$ cat src/rtl/gdo.sv
// Element arithmetic shared by the compute blocks: wrap-around unsigned integer ops.
// Callers size-cast the 64-bit result down to their element width.
package gdo;

  function automatic logic [63:0] gdo_mult(input logic [63:0] a, input logic [63:0] b);
    return a * b;
  endfunction

  function automatic logic [63:0] gdo_add(input logic [63:0] a, input logic [63:0] b);
    return a + b;
  endfunction

endpackage

$ cat src/rtl/systolic_pkg.sv
// Shared types and packing helpers for the streaming systolic tile.
package systolic_pkg;

  typedef enum logic [1:0] {StIdle, StAccum, StFlush, StDrain} state_e;

  // MSB index of a lane in an MSB-first packed bus (lane 0 in the top bits).
  function automatic int unsigned lane_hi(input int unsigned lane, input int unsigned lanes,
                                          input int unsigned width);
    return width * (lanes - lane) - 1;
  endfunction

  function automatic int unsigned flush_cnt_w(input int unsigned rows, input int unsigned cols);
    return $clog2(rows + cols);
  endfunction

endpackage

$ cat src/rtl/systolic_pe.sv
// Output-stationary MAC cell: forwards a east and b south one cycle later.
module systolic_pe #(
  parameter int unsigned DATA_W = 16
) (
  input  logic              clk,
  input  logic              reset,
  input  logic              clear,
  input  logic [DATA_W-1:0] a_west,
  input  logic              va_west,
  input  logic [DATA_W-1:0] b_north,
  input  logic              vb_north,
  output logic [DATA_W-1:0] a_east,
  output logic              va_east,
  output logic [DATA_W-1:0] b_south,
  output logic              vb_south,
  output logic [DATA_W-1:0] acc
);

  always_ff @(posedge clk) begin
    if (reset) begin
      a_east   <= '0;
      va_east  <= 1'b0;
      b_south  <= '0;
      vb_south <= 1'b0;
      acc      <= '0;
    end else begin
      a_east   <= a_west;
      va_east  <= va_west;
      b_south  <= b_north;
      vb_south <= vb_north;
      if (clear) begin
        acc <= '0;
      end else if (va_west && vb_north) begin
        acc <= DATA_W'(gdo::gdo_add(64'(acc), gdo::gdo_mult(64'(a_west), 64'(b_north))));
      end
    end
  end

endmodule

$ cat src/rtl/stream_systolic_array.sv
// Elastic ROWS x COLS output-stationary matmul tile: skews operands in, drains rows out.
module stream_systolic_array
  import systolic_pkg::*;
#(
  parameter int unsigned ROWS   = 3,
  parameter int unsigned COLS   = 3,
  parameter int unsigned DATA_W = 16
) (
  input  logic                   clk,
  input  logic                   reset,
  input  logic                   in_valid,
  output logic                   in_ready,
  input  logic [DATA_W*ROWS-1:0] in_a,
  input  logic [DATA_W*COLS-1:0] in_b,
  input  logic                   in_last,
  input  logic                   acc_keep,
  output logic                   out_valid,
  input  logic                   out_ready,
  output logic [DATA_W*COLS-1:0] out_data,
  output logic                   out_last,
  output logic                   busy
);

  localparam int unsigned CntW = flush_cnt_w(ROWS, COLS);
  localparam int unsigned RowW = (ROWS > 1) ? $clog2(ROWS) : 1;
  localparam logic [CntW-1:0] FlushLen = CntW'(ROWS + COLS - 1);
  localparam logic [RowW-1:0] LastRow = RowW'(ROWS - 1);

  state_e                   state_q;
  logic [CntW-1:0]          flush_cnt_q;
  logic [RowW-1:0]          row_q;
  logic [RowW-1:0]          sel_row;
  logic                     out_valid_q;
  logic                     out_last_q;
  logic [DATA_W*COLS-1:0]   out_data_q;
  logic [DATA_W*COLS-1:0]   row_data;
  logic                     in_fire;
  logic                     clear;

  logic [DATA_W-1:0] a_skew   [ROWS];
  logic              a_skew_v [ROWS];
  logic [DATA_W-1:0] b_skew   [COLS];
  logic              b_skew_v [COLS];
  logic [DATA_W-1:0] a_h      [ROWS][COLS];
  logic              va_h     [ROWS][COLS];
  logic [DATA_W-1:0] b_v      [ROWS][COLS];
  logic              vb_v     [ROWS][COLS];
  logic [DATA_W-1:0] acc_grid [ROWS][COLS];

  assign in_ready  = (state_q == StIdle) || (state_q == StAccum);
  assign in_fire   = in_valid && in_ready;
  // A fresh tile zeroes the sums on the edge its first beat enters the skew lines.
  assign clear     = in_fire && (state_q == StIdle) && !acc_keep;
  assign busy      = (state_q != StIdle);
  assign out_valid = out_valid_q;
  assign out_last  = out_last_q;
  assign out_data  = out_data_q;

  for (genvar i = 0; i < ROWS; i++) begin : g_skew_a
    logic [DATA_W-1:0] d_q [i+1];
    logic              v_q [i+1];
    always_ff @(posedge clk) begin
      if (reset) begin
        for (int k = 0; k <= i; k++) begin
          d_q[k] <= '0;
          v_q[k] <= 1'b0;
        end
      end else begin
        d_q[0] <= in_a[lane_hi(i, ROWS, DATA_W) -: DATA_W];
        v_q[0] <= in_fire;
        for (int k = 1; k <= i; k++) begin
          d_q[k] <= d_q[k-1];
          v_q[k] <= v_q[k-1];
        end
      end
    end
    assign a_skew[i]   = d_q[i];
    assign a_skew_v[i] = v_q[i];
  end

  for (genvar j = 0; j < COLS; j++) begin : g_skew_b
    logic [DATA_W-1:0] d_q [j+1];
    logic              v_q [j+1];
    always_ff @(posedge clk) begin
      if (reset) begin
        for (int k = 0; k <= j; k++) begin
          d_q[k] <= '0;
          v_q[k] <= 1'b0;
        end
      end else begin
        d_q[0] <= in_b[lane_hi(j, COLS, DATA_W) -: DATA_W];
        v_q[0] <= in_fire;
        for (int k = 1; k <= j; k++) begin
          d_q[k] <= d_q[k-1];
          v_q[k] <= v_q[k-1];
        end
      end
    end
    assign b_skew[j]   = d_q[j];
    assign b_skew_v[j] = v_q[j];
  end

  for (genvar i = 0; i < ROWS; i++) begin : g_row
    for (genvar j = 0; j < COLS; j++) begin : g_col
      logic [DATA_W-1:0] a_w;
      logic              va_w;
      logic [DATA_W-1:0] b_n;
      logic              vb_n;
      if (j == 0) begin : g_west
        assign a_w  = a_skew[i];
        assign va_w = a_skew_v[i];
      end else begin : g_link_a
        assign a_w  = a_h[i][j-1];
        assign va_w = va_h[i][j-1];
      end
      if (i == 0) begin : g_north
        assign b_n  = b_skew[j];
        assign vb_n = b_skew_v[j];
      end else begin : g_link_b
        assign b_n  = b_v[i-1][j];
        assign vb_n = vb_v[i-1][j];
      end
      systolic_pe #(
        .DATA_W(DATA_W)
      ) u_pe (
        .clk      (clk),
        .reset    (reset),
        .clear    (clear),
        .a_west   (a_w),
        .va_west  (va_w),
        .b_north  (b_n),
        .vb_north (vb_n),
        .a_east   (a_h[i][j]),
        .va_east  (va_h[i][j]),
        .b_south  (b_v[i][j]),
        .vb_south (vb_v[i][j]),
        .acc      (acc_grid[i][j])
      );
    end
  end

  // First DRAIN cycle loads row 0; every later load fetches the row after the one on display.
  always_comb begin
    sel_row  = (out_valid_q && (row_q != LastRow)) ? row_q + RowW'(1) : row_q;
    row_data = '0;
    for (int j = 0; j < COLS; j++) begin
      row_data[lane_hi(j, COLS, DATA_W) -: DATA_W] = acc_grid[sel_row][j];
    end
  end

  always_ff @(posedge clk) begin
    if (reset) begin
      state_q     <= StIdle;
      flush_cnt_q <= '0;
      row_q       <= '0;
      out_valid_q <= 1'b0;
      out_last_q  <= 1'b0;
      out_data_q  <= '0;
    end else begin
      case (state_q)
        StIdle: begin
          if (in_fire) begin
            state_q <= in_last ? StFlush : StAccum;
            if (in_last) flush_cnt_q <= FlushLen;
          end
        end
        StAccum: begin
          if (in_fire && in_last) begin
            state_q     <= StFlush;
            flush_cnt_q <= FlushLen;
          end
        end
        StFlush: begin
          if (flush_cnt_q == CntW'(1)) begin
            state_q     <= StDrain;
            flush_cnt_q <= '0;
            row_q       <= '0;
          end else begin
            flush_cnt_q <= flush_cnt_q - CntW'(1);
          end
        end
        StDrain: begin
          if (!out_valid_q) begin
            out_valid_q <= 1'b1;
            out_data_q  <= row_data;
            out_last_q  <= (row_q == LastRow);
          end else if (out_ready) begin
            if (out_last_q) begin
              state_q     <= StIdle;
              out_valid_q <= 1'b0;
              out_last_q  <= 1'b0;
              row_q       <= '0;
            end else begin
              row_q      <= row_q + RowW'(1);
              out_data_q <= row_data;
              out_last_q <= ((row_q + RowW'(1)) == LastRow);
            end
          end
        end
        default: state_q <= StIdle;
      endcase
    end
  end

endmodule

$ cat config.mk
export PLATFORM = sky130hd
export DESIGN_NAME = stream_systolic_array
export DESIGN_NICKNAME = d
export VERILOG_FILES = /design/src/rtl/gdo.sv /design/src/rtl/systolic_pkg.sv /design/src/rtl/systolic_pe.sv /design/src/rtl/stream_systolic_array.sv
export SDC_FILE = /design/constraint.sdc
export NUM_CORES = 2
export LEC_CHECK = 0
export CORE_MARGIN = 5
export CORE_UTILIZATION = 56
export DETAILED_ROUTE_END_ITERATION = 12
export DONT_BUFFER_PORTS = 1
export PLACE_DENSITY = 0.78
export SYNTH_ARGS = -nofsm -noshare
export SYNTH_HDL_FRONTEND = slang
export SYNTH_SLANG_ARGS = --single-unit
$ cat constraint.sdc
create_clock -name clk -period 15.1 [get_ports clk]
set_input_delay 3.02 -clock clk [delete_from_list [all_inputs] [get_ports clk]]
set_output_delay 3.02 -clock clk [all_outputs]
set_load 0.01 [all_outputs]
==> metrics <==
Routed WL=approximately 140,000 um; antenna violations before repair=0; minimum clock period=~5600 ps; Post-CTS Resized=0; Area Overhead vs Synth=5.58%; # port buffers=0; top post-synthesis cells by count=inv_1 (1,408), nand2_1 (870), fa_1 (846), dfxtp_1 (590), ha_1 (477); Final Skew=23.6 ps; grt ovf=0; Pleak=0.0282 uW; buffer count from post-CTS setup fixing=0; critical path's largest stage delay=slightly below 600 ps; register area=0.0118 sq mm; placed insts=7,666; Finished Layout Cells=7,791; CTS sink count=~600; vias per std cell=5.26; CTS buffer count=69; crit path launch type=flop; Worst-Skew Late Latency=660 ps; outcome=complete, no violations; setup slack after layout=9450 ps; area of the multi-input gates=about 0.040 sq mm; Worst path most repeated cell=fa_1; hold slack=424 ps; htree depth=3; synth top area cells=fa_1 (29%), dfxtp_1 (20%), ha_1 (10%); Fill cells=8,669; Final period util=37.4%; 1st-pass router iterations=6; largest net degree at the start of global routing=447; hpwl dp=108,000 um; PwrDens=between 60 and 70 mW/mm^2; Mapped Nets=7,966; number of global-route vias before repair=44,320; DR WL/cell=18.2 um; Post-Syn Area per Cell=slightly below 9 sq um; asr flop ratio synth=0%; share of cells above drive strength 1=under 10%; Hold Fails Final Rpt=0; cell with the most instances after synthesis=inv_1; Synth Instances=6,541; Relative slew margins=18.2%; n_diodes=0; root buffer cell=clkbuf_16; drt drc=0; crit-path max FO=16; top achievable clock speed=177 MHz; CTS tree=done; sequential area share after synthesis=around 20%; Post-synth EDFFs=0; yosys warns=0; io pins=154; hold path depth=1; first-pass GRT wire length=234,000 um; pre-CTS setup slack=9470 ps; worst vdd ir=0.000115 V; Final setup viols=0; die width=333 um; clock slew at reported path FFs=around 60 ps; routability cong.=around 0.95; Detailed Route Iter0 Violations=2,610; Seq cells post-synth=590; r2r setup slk=9450 ps; hold_buf cts=0; crit path max-delay cell type=fa_1; Core Region=0.103 sq mm; Routed Antenna Nets=0; Setup CP Type=flop to flop; TNS Setup=0 ps; area leader, netlist=fa_1; Synth cell types=51; total track usage=26.4%; crit-path cells=and2_1, fa_1, inv_1, fa_1, fa_1, fa_1, inv_1, fa_1, inv_1, fa_1, inv_1, ha_1, a21o_1, a21o_1, a21oi_1, nor2b_1, o21bai_1, xnor2_1, a211oi_2; RSZ-0062 raised after global routing=no; initial core utilization=between 50% and 60%; num rows=118; Die H=333 um; DR vias=40,962; Most used DFF post-synth=dfxtp_1; Req. time, crit path=15,600 ps; data arrival time of the critical path=6150 ps; CTS Buffer Depth=3; Worst-Margin Slew=1230 ps; Synth top area share=29.1%; HP Class=flop to flop; Setup crit end kind=flop; die area=0.111 sq mm; nets=7,782; Final Max Tran Viols=0; MaxCap Viol Count=0; Post-Syn Area=~0.058 sq mm; worst-case reg-to-reg path depth=19
## path summary, 6_finish.rpt
kind | startpoint | endpoint
setup reg to reg | g_skew_b[0].d_q[0][1] | g_row[0].g_col[0].u_pe.acc[15]
setup / recovery | g_skew_b[0].d_q[0][1] | g_row[0].g_col[0].u_pe.acc[15]
hold / removal | g_skew_b[2].d_q[0][28] | g_skew_b[2].d_q[0][44]
hold reg to reg | g_skew_b[2].d_q[0][28] | g_skew_b[2].d_q[0][44]
## worst max-delay path: cells and delay by family, from the launching register on
kind	cells	cell delay, ps
buffers and inverters	4	200
adder cells (fa/ha/maj)	7	3410
AO/OA/AOI/OAI	5	740
XOR/XNOR	1	190
AND/OR/NAND/NOR	2	440
flip-flops	1	490
## report_power, final
part,switching (uW),total (uW),internal (uW),leakage [uW]
Sequential,134,1770,1630,0.00481
Clock,734,1800,1060,0.00119
Combinational,338,587,249,0.0222
Total,1210,4150,2940,0.0282
## metrics by stage
step                utilization (%)  instance area, sq um  total power [uW]
floorplan                         -                 58300              2210
global placement               57.1                 59100              2360
detailed placement             57.1                 59100              2380
CTS                            59.5                 61500              4190
global route                   59.5                 61500              4330
finish                         59.5                 61500              4150
## state kept, by name, summed over array words and instances, names as in the netlist
name,cells
g_row.g_col.u_pe.acc,144
g_row.g_col.u_pe.a_east,96
g_row.g_col.u_pe.b_south,96
g_skew_a.d_q,96
g_skew_b.d_q,96
out_data,48
flush_cnt_q,3
g_row.g_col.u_pe.vb_south,2
g_skew_a.v_q,2
row_q,2
state_q,2
g_row.g_col.u_pe.va_east,1
out_last,1
out_valid,1
## cell families after synthesis
logic type | share of synthesized area [%]
AO/OA/AOI/OAI | 4.45
XOR/XNOR | 5.64
adder cells (fa/ha/maj) | 39.3
buffers and inverters | 10.9
flip-flops | 20.3
multiplexers | 2.29
AND/OR/NAND/NOR | 17.2
## cell usage in the layout (no fill, tap or decap), types with 8 or more instances in the layout
master,synthesis,layout
bufinv_16,0,9
clkbuf_16,0,71
a21oi_1,156,156
ha_1,477,477
xnor3_1,8,8
nor2_1,286,286
clkbuf_1,217,9
nor2b_1,398,398
fa_1,846,846
dfxtp_1,590,587
o21ai_0,46,46
clkinv_2,0,9
inv_6,0,8
and2_1,460,459
a21o_1,43,43
nand2_1,870,870
nor3_1,9,9
xnor2_1,299,297
buf_4,1,8
mux2i_1,128,128
a31oi_1,9,9
nand2b_1,23,23
inv_1,1408,1408
xor2_1,54,54
a211oi_1,58,58
nand3_1,11,11
o21a_1,41,41
## final cells by class
type / count / share of cell area (%)
Timing Repair Buffer: 9 / 0.130
Multi-Input combinational cell: 4279 / 65.3
Inverter: 1408 / 8.59
Tap cell: 1380 / 2.81
Clock buffer: 86 / 3.08
Clock inverter: 39 / 0.884
Sequential cell: 590 / 19.2
## metal layers
| metal | GRT usage [%] | routed length [um] |
|---|---|---|
| met1 | 32.7 | 55400 |
| met2 | 44.6 | 68300 |
| met3 | 4.73 | 10100 |
| met4 | 12.9 | 8180 |
| met5 | 0 | 0 |
(Power assumes the default switching activity.)
